### src/rtl/axi_w_burst_router.sv
// W-channel router: replays AW routing decisions in order and steers each W burst to one master port
// or sinks it. Also flags WLAST/AWLEN disagreement and reports the outstanding burst count.
module axi_w_burst_router #(
    parameter int N_INIT_PORT = 4,
    parameter int FIFO_DEPTH  = 8,
    parameter int LEN_W       = 8,
    parameter bit CHECK_LEN   = 1'b1,
    parameter int CNT_W       = $clog2(FIFO_DEPTH + 2)
) (
    input  logic                   clk,
    input  logic                   rst,
    input  logic                   aw_push_i,
    output logic                   aw_ready_o,
    input  logic [N_INIT_PORT-1:0] aw_dest_i,
    input  logic                   aw_err_i,
    input  logic [LEN_W-1:0]       aw_len_i,
    input  logic                   wvalid_i,
    input  logic                   wlast_i,
    output logic                   wready_o,
    output logic [N_INIT_PORT-1:0] wvalid_o,
    input  logic [N_INIT_PORT-1:0] wready_i,
    output logic                   err_done_o,
    output logic                   last_mismatch_o,
    output logic [CNT_W-1:0]       outstanding_o
);

    localparam int PTR_W  = (FIFO_DEPTH > 1) ? $clog2(FIFO_DEPTH) : 1;
    localparam int FCNT_W = $clog2(FIFO_DEPTH + 1);

    typedef struct packed {
        logic                   err;
        logic [LEN_W-1:0]       len;
        logic [N_INIT_PORT-1:0] dest;
    } route_t;

    typedef enum logic [1:0] {IDLE, FWD, SINK} state_t;

    route_t                   mem [FIFO_DEPTH];
    route_t                   head;
    route_t                   entry_in;
    logic [PTR_W-1:0]         wr_ptr, rd_ptr;
    logic [FCNT_W-1:0]        fcnt;
    logic                     fifo_empty, fifo_full, push, pop;
    state_t                   state, state_d;
    logic [N_INIT_PORT-1:0]   cur_dest;
    logic [LEN_W-1:0]         cur_len;
    logic [LEN_W-1:0]         bcnt;
    logic                     wready_c, beat, burst_end;
    logic [N_INIT_PORT-1:0]   wvalid_c;

    assign fifo_empty = (fcnt == '0);
    assign fifo_full  = (fcnt == FCNT_W'(FIFO_DEPTH));
    assign push       = aw_push_i & ~fifo_full;
    assign head       = mem[rd_ptr];

    // A route with no destination bit set can only be sunk.
    assign entry_in.err  = aw_err_i | (aw_dest_i == '0);
    assign entry_in.len  = aw_len_i;
    assign entry_in.dest = aw_dest_i;

    always_comb begin
        state_d   = state;
        pop       = 1'b0;
        wready_c  = 1'b0;
        wvalid_c  = '0;
        beat      = 1'b0;
        burst_end = 1'b0;
        case (state)
            IDLE: begin
                if (!fifo_empty) begin
                    pop     = 1'b1;
                    state_d = head.err ? SINK : FWD;
                end
            end
            FWD: begin
                wvalid_c = {N_INIT_PORT{wvalid_i}} & cur_dest;
                wready_c = |(wready_i & cur_dest);
            end
            SINK:    wready_c = 1'b1;
            default: state_d  = IDLE;
        endcase
        beat = wvalid_i & wready_c;
        // Back-to-back bursts: the next head is loaded on the WLAST beat itself.
        if (state != IDLE && beat && wlast_i) begin
            burst_end = 1'b1;
            if (!fifo_empty) begin
                pop     = 1'b1;
                state_d = head.err ? SINK : FWD;
            end else begin
                state_d = IDLE;
            end
        end
    end

    assign wready_o        = wready_c;
    assign wvalid_o        = wvalid_c;
    assign aw_ready_o      = ~fifo_full;
    assign err_done_o      = burst_end && (state == SINK);
    assign last_mismatch_o = CHECK_LEN && burst_end && (bcnt != cur_len);
    assign outstanding_o   = CNT_W'(fcnt) + CNT_W'(state != IDLE);

    always_ff @(posedge clk or posedge rst) begin
        if (rst) begin
            state  <= IDLE;
            wr_ptr <= '0;
            rd_ptr <= '0;
            fcnt   <= '0;
            bcnt   <= '0;
        end else begin
            state <= state_d;
            if (push)
                wr_ptr <= (wr_ptr == PTR_W'(FIFO_DEPTH - 1)) ? '0 : wr_ptr + PTR_W'(1);
            if (pop)
                rd_ptr <= (rd_ptr == PTR_W'(FIFO_DEPTH - 1)) ? '0 : rd_ptr + PTR_W'(1);
            case ({push, pop})
                2'b10:   fcnt <= fcnt + FCNT_W'(1);
                2'b01:   fcnt <= fcnt - FCNT_W'(1);
                default: fcnt <= fcnt;
            endcase
            if (pop)
                bcnt <= '0;
            else if (beat && bcnt != '1)
                bcnt <= bcnt + LEN_W'(1);
        end
    end

    // Route storage and the active route carry no reset; state/fcnt qualify them.
    always_ff @(posedge clk) begin
        if (push)
            mem[wr_ptr] <= entry_in;
        if (pop) begin
            cur_dest <= head.dest;
            cur_len  <= head.len;
        end
    end

endmodule

### config.mk
export PLATFORM = sky130hd
export DESIGN_NAME = axi_w_burst_router
export DESIGN_NICKNAME = d
export VERILOG_FILES = /design/src/rtl/axi_w_burst_router.sv
export SDC_FILE = /design/constraint.sdc
export NUM_CORES = 1
export LEC_CHECK = 0
export CORE_ASPECT_RATIO = 0.8
export CORE_MARGIN = 2
export CORE_UTILIZATION = 40
export CTS_BUF_LIST = sky130_fd_sc_hd__clkbuf_4 sky130_fd_sc_hd__clkbuf_8
export DETAILED_ROUTE_END_ITERATION = 8
export SLEW_MARGIN = 30
export SYNTH_ARGS = -nofsm -noshare
export SYNTH_HDL_FRONTEND = slang
export SYNTH_SLANG_ARGS = --single-unit
### constraint.sdc
create_clock -name clk -period 2.6 [get_ports clk]
set_clock_uncertainty 0.2 [all_clocks]
set_input_delay 0.39 -clock clk [delete_from_list [all_inputs] [get_ports clk]]
set_output_delay 0.39 -clock clk [all_outputs]
set_load 0.05 [all_outputs]
# == Word level (Yosys, flattened, before mapping) ==
# Memory sizes are Yosys's and may differ from the RTL's.
# Cells that the tools add are included.
# op_classes
add_sub_neg,6
n_eq_ne,11
n_mux,19
bitwise_logic,6
n_reduce_logical,14
# op_table
op,count
8-bit 2-to-1 mux,2
"8-bit by 1-bit adder with 8-bit output, second input constant",1
4-bit AND,2
4-bit logical NOT,2
2-bit 2-to-1 mux,4
8-bit != test,1
"8-bit != test, second input constant",1
4-bit case mux with 2 select lines,1
1-bit 2-to-1 mux,7
"3-bit by 1-bit adder with 3-bit output, second input constant",2
"3-bit == test, second input constant",2
3-bit 2-to-1 mux,2
2-bit nonzero test,3
1-bit logical AND,5
4-bit by 1-bit adder with 4-bit output,1
"4-bit by 1-bit adder with 4-bit output, second input constant",1
"2-bit by 1-bit == test with 1-bit output, second input constant",2
"2-bit == test, second input constant",2
"4-bit == test, second input constant",1
4-bit 2-to-1 mux,1
2-bit case mux with 2 select lines,1
4-bit OR reduction,1
"4-bit by 1-bit subtractor with 4-bit output, second input constant",1
"3-bit != test, second input constant",1
other kinds (8),9
# word_totals
reg_bits,32
ramBits,104
in_bits,22
output_inout_bits,12
wordCells,64
n_memories,1
# mem_list
name,depth,word_bits,read_ports,rd_ports_with_merged_regs,wr,line,rtl
mem,8,13,1,0,1,38,route_t mem [FIFO_DEPTH];

# == Depth between registers and ports, before layout ==
# depth
ltp_word,9
ltp_mapped,14
ltp_nobuf,13

# == Least setup slack after synthesis ==
# OpenSTA, ideal clock, no wires.
# synth_path
path_kind,flip-flop to flip-flop
from,reg fcnt[1]
to,"mem mem[0][0] (netlist name), enable pin"
setup_time_ns,0.417
t_arrival_ns,2.584
required_time_ns,1.983
slack_ns,-0.601
path_stages_with_launch,6
path_buffers,1
synth_period_minus_slack_ns,3.201
cell_sequence,dfrtp_1 > buf_2 > nor3_1 > nand2_1 > nand2_1 > nor4_1
# synth_between
elab_chain_len,5
# synth_rtl
item,line,rtl
"start, declared",42,logic [FCNT_W-1:0] fcnt;
"start signal, assigned",116,2'b10: fcnt <= fcnt + FCNT_W'(1);
"start signal, assigned",117,2'b01: fcnt <= fcnt - FCNT_W'(1);
"start signal, assigned",118,default: fcnt <= fcnt;
4-bit == test,52,assign fifo_full = (fcnt == FCNT_W'(FIFO_DEPTH));
1-bit inverter,-,
named net aw_ready_o,13,"output logic aw_ready_o,"
1-bit AND,53,assign push = aw_push_i & ~fifo_full;
1-bit 2-to-1 mux,129,if (push)
1-bit 2-to-1 mux (not written as such),130,mem[wr_ptr] <= entry_in;
"end, declared",38,
# The timed path passes the listed nets, and every way through them passes these cells.

# == Worst setup path in the final report ==
# layout_path
from,reg state[0]
to,out err_done_o
# layout_between
elab_chain_len,7
elab_cells_between_ends,9
classes_between,2 x eq/ne; 2 x mux; 1 x bitwise; 4 x reduce/logical
# layout_rtl
item,line,rtl
"start, declared",44,"state_t state, state_d;"
"start signal, assigned",110,state <= state_d;
2-bit == test / 2-bit by 1-bit == test with 1-bit output (equally long branches),"68, 98",
1-bit case mux with 2 select lines,68,case (state)
1-bit AND,82,beat = wvalid_i & wready_c;
1-bit logical AND (2 in a row),84,if (state != IDLE && beat && wlast_i) begin
1-bit 2-to-1 mux,84,
1-bit logical AND *,98,assign err_done_o = burst_end && (state == SINK);
"end, declared",22,"output logic err_done_o,"
# Every way passes the cells marked *; elsewhere a longest branch is shown, timed or not.

==> tab_implementation.tex <==
\begin{tabular}{lr}
\hline
Metric & Value \\
\hline
\multicolumn{2}{l}{\textbf{Synthesis}} \\
\quad XOR/XNOR Fraction of Synth Area & 2.443\% \\
\quad Adder-cell share of the synthesized area & 2.835\% \\
\quad Top area cells in the synthesized netlist & sky130\_fd\_sc\_hd\_\_edfxtp\_1, sky130\_fd\_sc\_hd\_\_mux4\_2, sky130\_fd\_sc\_hd\_\_dfrtp\_1 \\
\quad Post-synthesis sequential area ratio & 69.44\% \\
\quad Synth warn & 0 \\
\quad Synth Register Bits & 136 \\
\quad Mux share of post-synthesis cell area & 14.15\% \\
\quad Dominant register cell in the synthesized netlist & sky130\_fd\_sc\_hd\_\_edfxtp\_1 \\
\quad Syn Inst Count & 320 \\
\quad Combinational family with the most area after synthesis & multiplexers \\
\quad Synth cell types & 47 \\
\quad Post-synthesis simple-gate area fraction & 5.322\% \\
\quad Most repeated cell in the gate-level netlist after synthesis & sky130\_fd\_sc\_hd\_\_edfxtp\_1 \\
\quad Share of the synthesized area in the top cell type & 60.72\% \\
\quad Post-synth top area cell & sky130\_fd\_sc\_hd\_\_edfxtp\_1 \\
\quad Post-synth top cells & sky130\_fd\_sc\_hd\_\_edfxtp\_1, sky130\_fd\_sc\_hd\_\_mux4\_2, sky130\_fd\_sc\_hd\_\_dfrtp\_1, sky130\_fd\_sc\_hd\_\_mux2\_2, sky130\_fd\_sc\_hd\_\_xor2\_1 \\
\quad Area of the mapped netlist & 5737 sq um \\
\quad Async set or reset register ratio after synthesis & 14.71\% \\
\quad Number of flops mapped to enable cells by yosys & 116 \\
\quad Synth Area per Inst & 17.93 sq um \\
\quad Compound-Gate Fraction of Synth Area & 4.079\% \\
\quad Synthesized netlist net count & 355 \\
\multicolumn{2}{l}{\textbf{Drt}} \\
\quad Overall routed net length & 11,100 um \\
\quad Number of DRC markers after the initial detailed-route iteration & 172 \\
\quad ANT nets after route & 0 \\
\quad Via count & 3,099 \\
\quad Pre-antenna DRT Iters & 4 \\
\quad Routed WL per cell & 18.75 um \\
\quad Post-DR vias/cell & 5.235 \\
\quad Post-route DRC violation count & 0 \\
\multicolumn{2}{l}{\textbf{GRT}} \\
\quad Aggregate global-route resource usage & 15.53\% \\
\quad Largest net degree at the start of global routing & 29 \\
\quad Vias in the first global route & 3,065 \\
\quad GR Overflow Total & 0 \\
\quad Global-route wire length before repair & 17,550 um \\
\quad Initial antenna violation count & 0 \\
\multicolumn{2}{l}{\textbf{Placement}} \\
\quad Placed inst area & 6613 sq um \\
\quad Final estimated routing congestion in global placement & 0.7419 \\
\quad Total half-perimeter wirelength after legalization and detailed placement & 6742 um \\
\quad Port-buffer cells & 33 \\
\quad DP Worst Slack & -293.1 ps \\
\multicolumn{2}{l}{\textbf{Layout}} \\
\quad Share of layout cells above drive strength 1 & 36.27\% \\
\quad Post-route standard cell area excluding fillers & 7059 sq um \\
\quad Net count of the finished layout & 430 \\
\quad Area Overhead vs Synth & 23.05\% \\
\quad Diode count & 0 \\
\quad Layout fillers & 1,178 \\
\quad Utilization after layout & 49.89\% \\
\multicolumn{2}{l}{\textbf{Clocking}} \\
\quad Clock latency on the worst-skew pair & 430 ps \\
\quad Post-cts hold buffer count & 0 \\
\quad Max Buffers Root-to-Sink & 2 \\
\quad Clk Tree Root Cell & sky130\_fd\_sc\_hd\_\_clkbuf\_8 \\
\quad Number of buffers inserted during clock tree synthesis & 17 \\
\quad Clock tree from TritonCTS & yes \\
\quad Clock transition at path regs & 80 ps \\
\quad CTS Sinks & 136 \\
\quad CTS H-tree depth & 4 \\
\multicolumn{2}{l}{\textbf{Critical path}} \\
\quad Critical Path Sink Type & primary output \\
\quad Worst Path Max Fanout & 3 \\
\quad Startpoint Class & register \\
\quad Data required time at the worst endpoint & 2010 ps \\
\quad Worst setup path category & reg -> out \\
\quad Data arrival time of the critical path & 1980 ps \\
\multicolumn{2}{l}{\textbf{Timing}} \\
\quad Actual slew at the worst max-slew pin & 598.3 ps \\
\quad Final count of pins violating max slew & 0 \\
\quad Part of the cycle the worst path needs & 98.94\% \\
\quad Setup violators final & 0 \\
\quad Final critical delay including setup and external delays & 2573 ps \\
\quad Achievable clock frequency & 388.7 MHz \\
\quad Hold violation total from the final report & 0 \\
\quad Smallest setup slack after layout & 27.43 ps \\
\quad Hold Worst Slack & 90.91 ps \\
\quad Unrepaired setup endpoints after global routing & true \\
\quad Worst slew margin relative to its limit & 59.75\% \\
\multicolumn{2}{l}{\textbf{Worst hold path}} \\
\quad Hold Crit Class & in -> async \\
\multicolumn{2}{l}{\textbf{Pwr}} \\
\quad Combinational fraction of design power & 41.3\% \\
\quad Net switching power & 2.790 mW \\
\quad Clock group share of total power & 19.6\% \\
\quad Portion of total power attributed to sequential cells & 39.2\% \\
\quad Worst VDD drop & 0.8316 mV \\
\quad Leakage power figure & 2.517 nW \\
\quad Total power divided by cell area & 1152 nW/um\^{}2 \\
\quad Net switching share of the total power & 34.30\% \\
\quad Total power of the final layout & 8.133 mW \\
\quad Int Power & 5.343 mW \\
\multicolumn{2}{l}{\textbf{Die}} \\
\quad Top-level port count & 34 \\
\quad DIE HEIGHT & 111.1 um \\
\quad Die extent in x & 137.9 um \\
\quad Floorplan Core Area & 14,150 sq um \\
\quad Floorplan die area & 15,320 sq um \\
\quad Number of standard-cell rows in the floorplan & 39 \\
\quad Initial Utilization & 40.54\% \\
\multicolumn{2}{l}{\textbf{Outcome}} \\
\quad Outcome & finished, final reports clean \\
\multicolumn{2}{l}{\textbf{Flow run}} \\
\quad Number of max-cap violations & 0 \\
\hline
\end{tabular}
## cell families after synthesis
| kind of cell | after synthesis |
|---|---|
| multiplexers | 46 |
| flip-flops | 136 |
| AO/OA/AOI/OAI | 33 |
| adder cells (fa/ha/maj) | 13 |
| XOR/XNOR | 16 |
| buffers and inverters | 19 |
| AND/OR/NAND/NOR | 57 |
## sequential cells by signal, summed over array words and instances, names as in the netlist
register  flops
fcnt          4
cur_dest      4
rd_ptr        3
cur_len       8
bcnt          8
state         2
mem         104
wr_ptr        3
## power by group through the flow
stage	clock network (mW)	registers (mW)	logic, mW
after floorplan	0	3.12	2.27
after global placement	0	3.22	3.22
after detailed placement	0	3.24	3.26
after CTS	1.64	3.19	3.31
after global routing	1.73	3.24	3.65
final	1.59	3.19	3.36
## critical path: stages, from the launching register on
cell	delay (ps)
sky130_fd_sc_hd__dfrtp_1	390
sky130_fd_sc_hd__buf_4	140
sky130_fd_sc_hd__ha_2	180
sky130_fd_sc_hd__nand4_1	80
sky130_fd_sc_hd__a21oi_1	40
sky130_fd_sc_hd__a41o_1	240
sky130_fd_sc_hd__buf_6	130
sky130_fd_sc_hd__and3_1	200
sky130_fd_sc_hd__buf_12	150
## final cells by class
cell class	count	area (sq um)	share of cell area (%)
well taps	184	230.2	3.261
clock buffers	17	234.0	3.314
inverters	7	26.28	0.3722
repair buffers	68	705.7	9.996
flip-flops and latches	136	3984	56.43
clock inverters	15	126.4	1.790
multi-input cells	165	1753	24.83
## worst paths after layout
kind / from / endpoint / slack, ps / depth (start not counted)
setup / recovery: state[0]$_DFFE_PP0P_ / err_done_o / 30 / 8
hold / removal: rst / bcnt[7]$_DFFE_PP0P_ / 90 / 3
setup reg to reg: state[0]$_DFFE_PP0P_ / fcnt[2]$_DFFE_PP0P_ / 70 / 13
hold reg to reg: fcnt[3]$_DFFE_PP0P_ / fcnt[3]$_DFFE_PP0P_ / 350 / 1
max in group asynchronous: rst / rd_ptr[2]$_DFFE_PP0N_ / 1870 / 3
min in group clk: fcnt[3]$_DFFE_PP0P_ / fcnt[3]$_DFFE_PP0P_ / 350 / 1
## cell usage in the layout (no fill, tap or decap), drive strengths merged, types with 8 or more instances in the layout
cell / netlist / routed
dfrtp: 20 / 20
buf: 11 / 46
a21oi: 9 / 9
ha: 13 / 13
nand2: 8 / 8
nor3: 9 / 9
clkbuf: 1 / 17
o21ai: 8 / 8
nor2: 12 / 12
inv: 7 / 11
clkdlybuf4s50: 0 / 21
edfxtp: 116 / 116
mux4: 26 / 26
xor2: 14 / 14
mux2: 18 / 18
## stage by stage
stage | instances | setup TNS [ps]
after floorplan | 320 | -9142
after global placement | 554 | -495.4
after detailed placement | 554 | -736.9
after CTS | 588 | -102.7
after global routing | 592 | -186.2
final | 592 | 0
## timing repair
action	4_1_cts	5_1_grt
endpoints found under the setup margin	4	6
pin swaps	0	6
buffers inserted	2	4
gates cloned	0	0
resized for setup	3	10
## per-layer routing
metal,global-route usage [%],routed length [um]
met1,22.86,5493
met2,22.84,5116
met3,3.475,384
met4,5.306,108
met5,0,0
No activity file was read; power rests on OpenSTA's default activity.
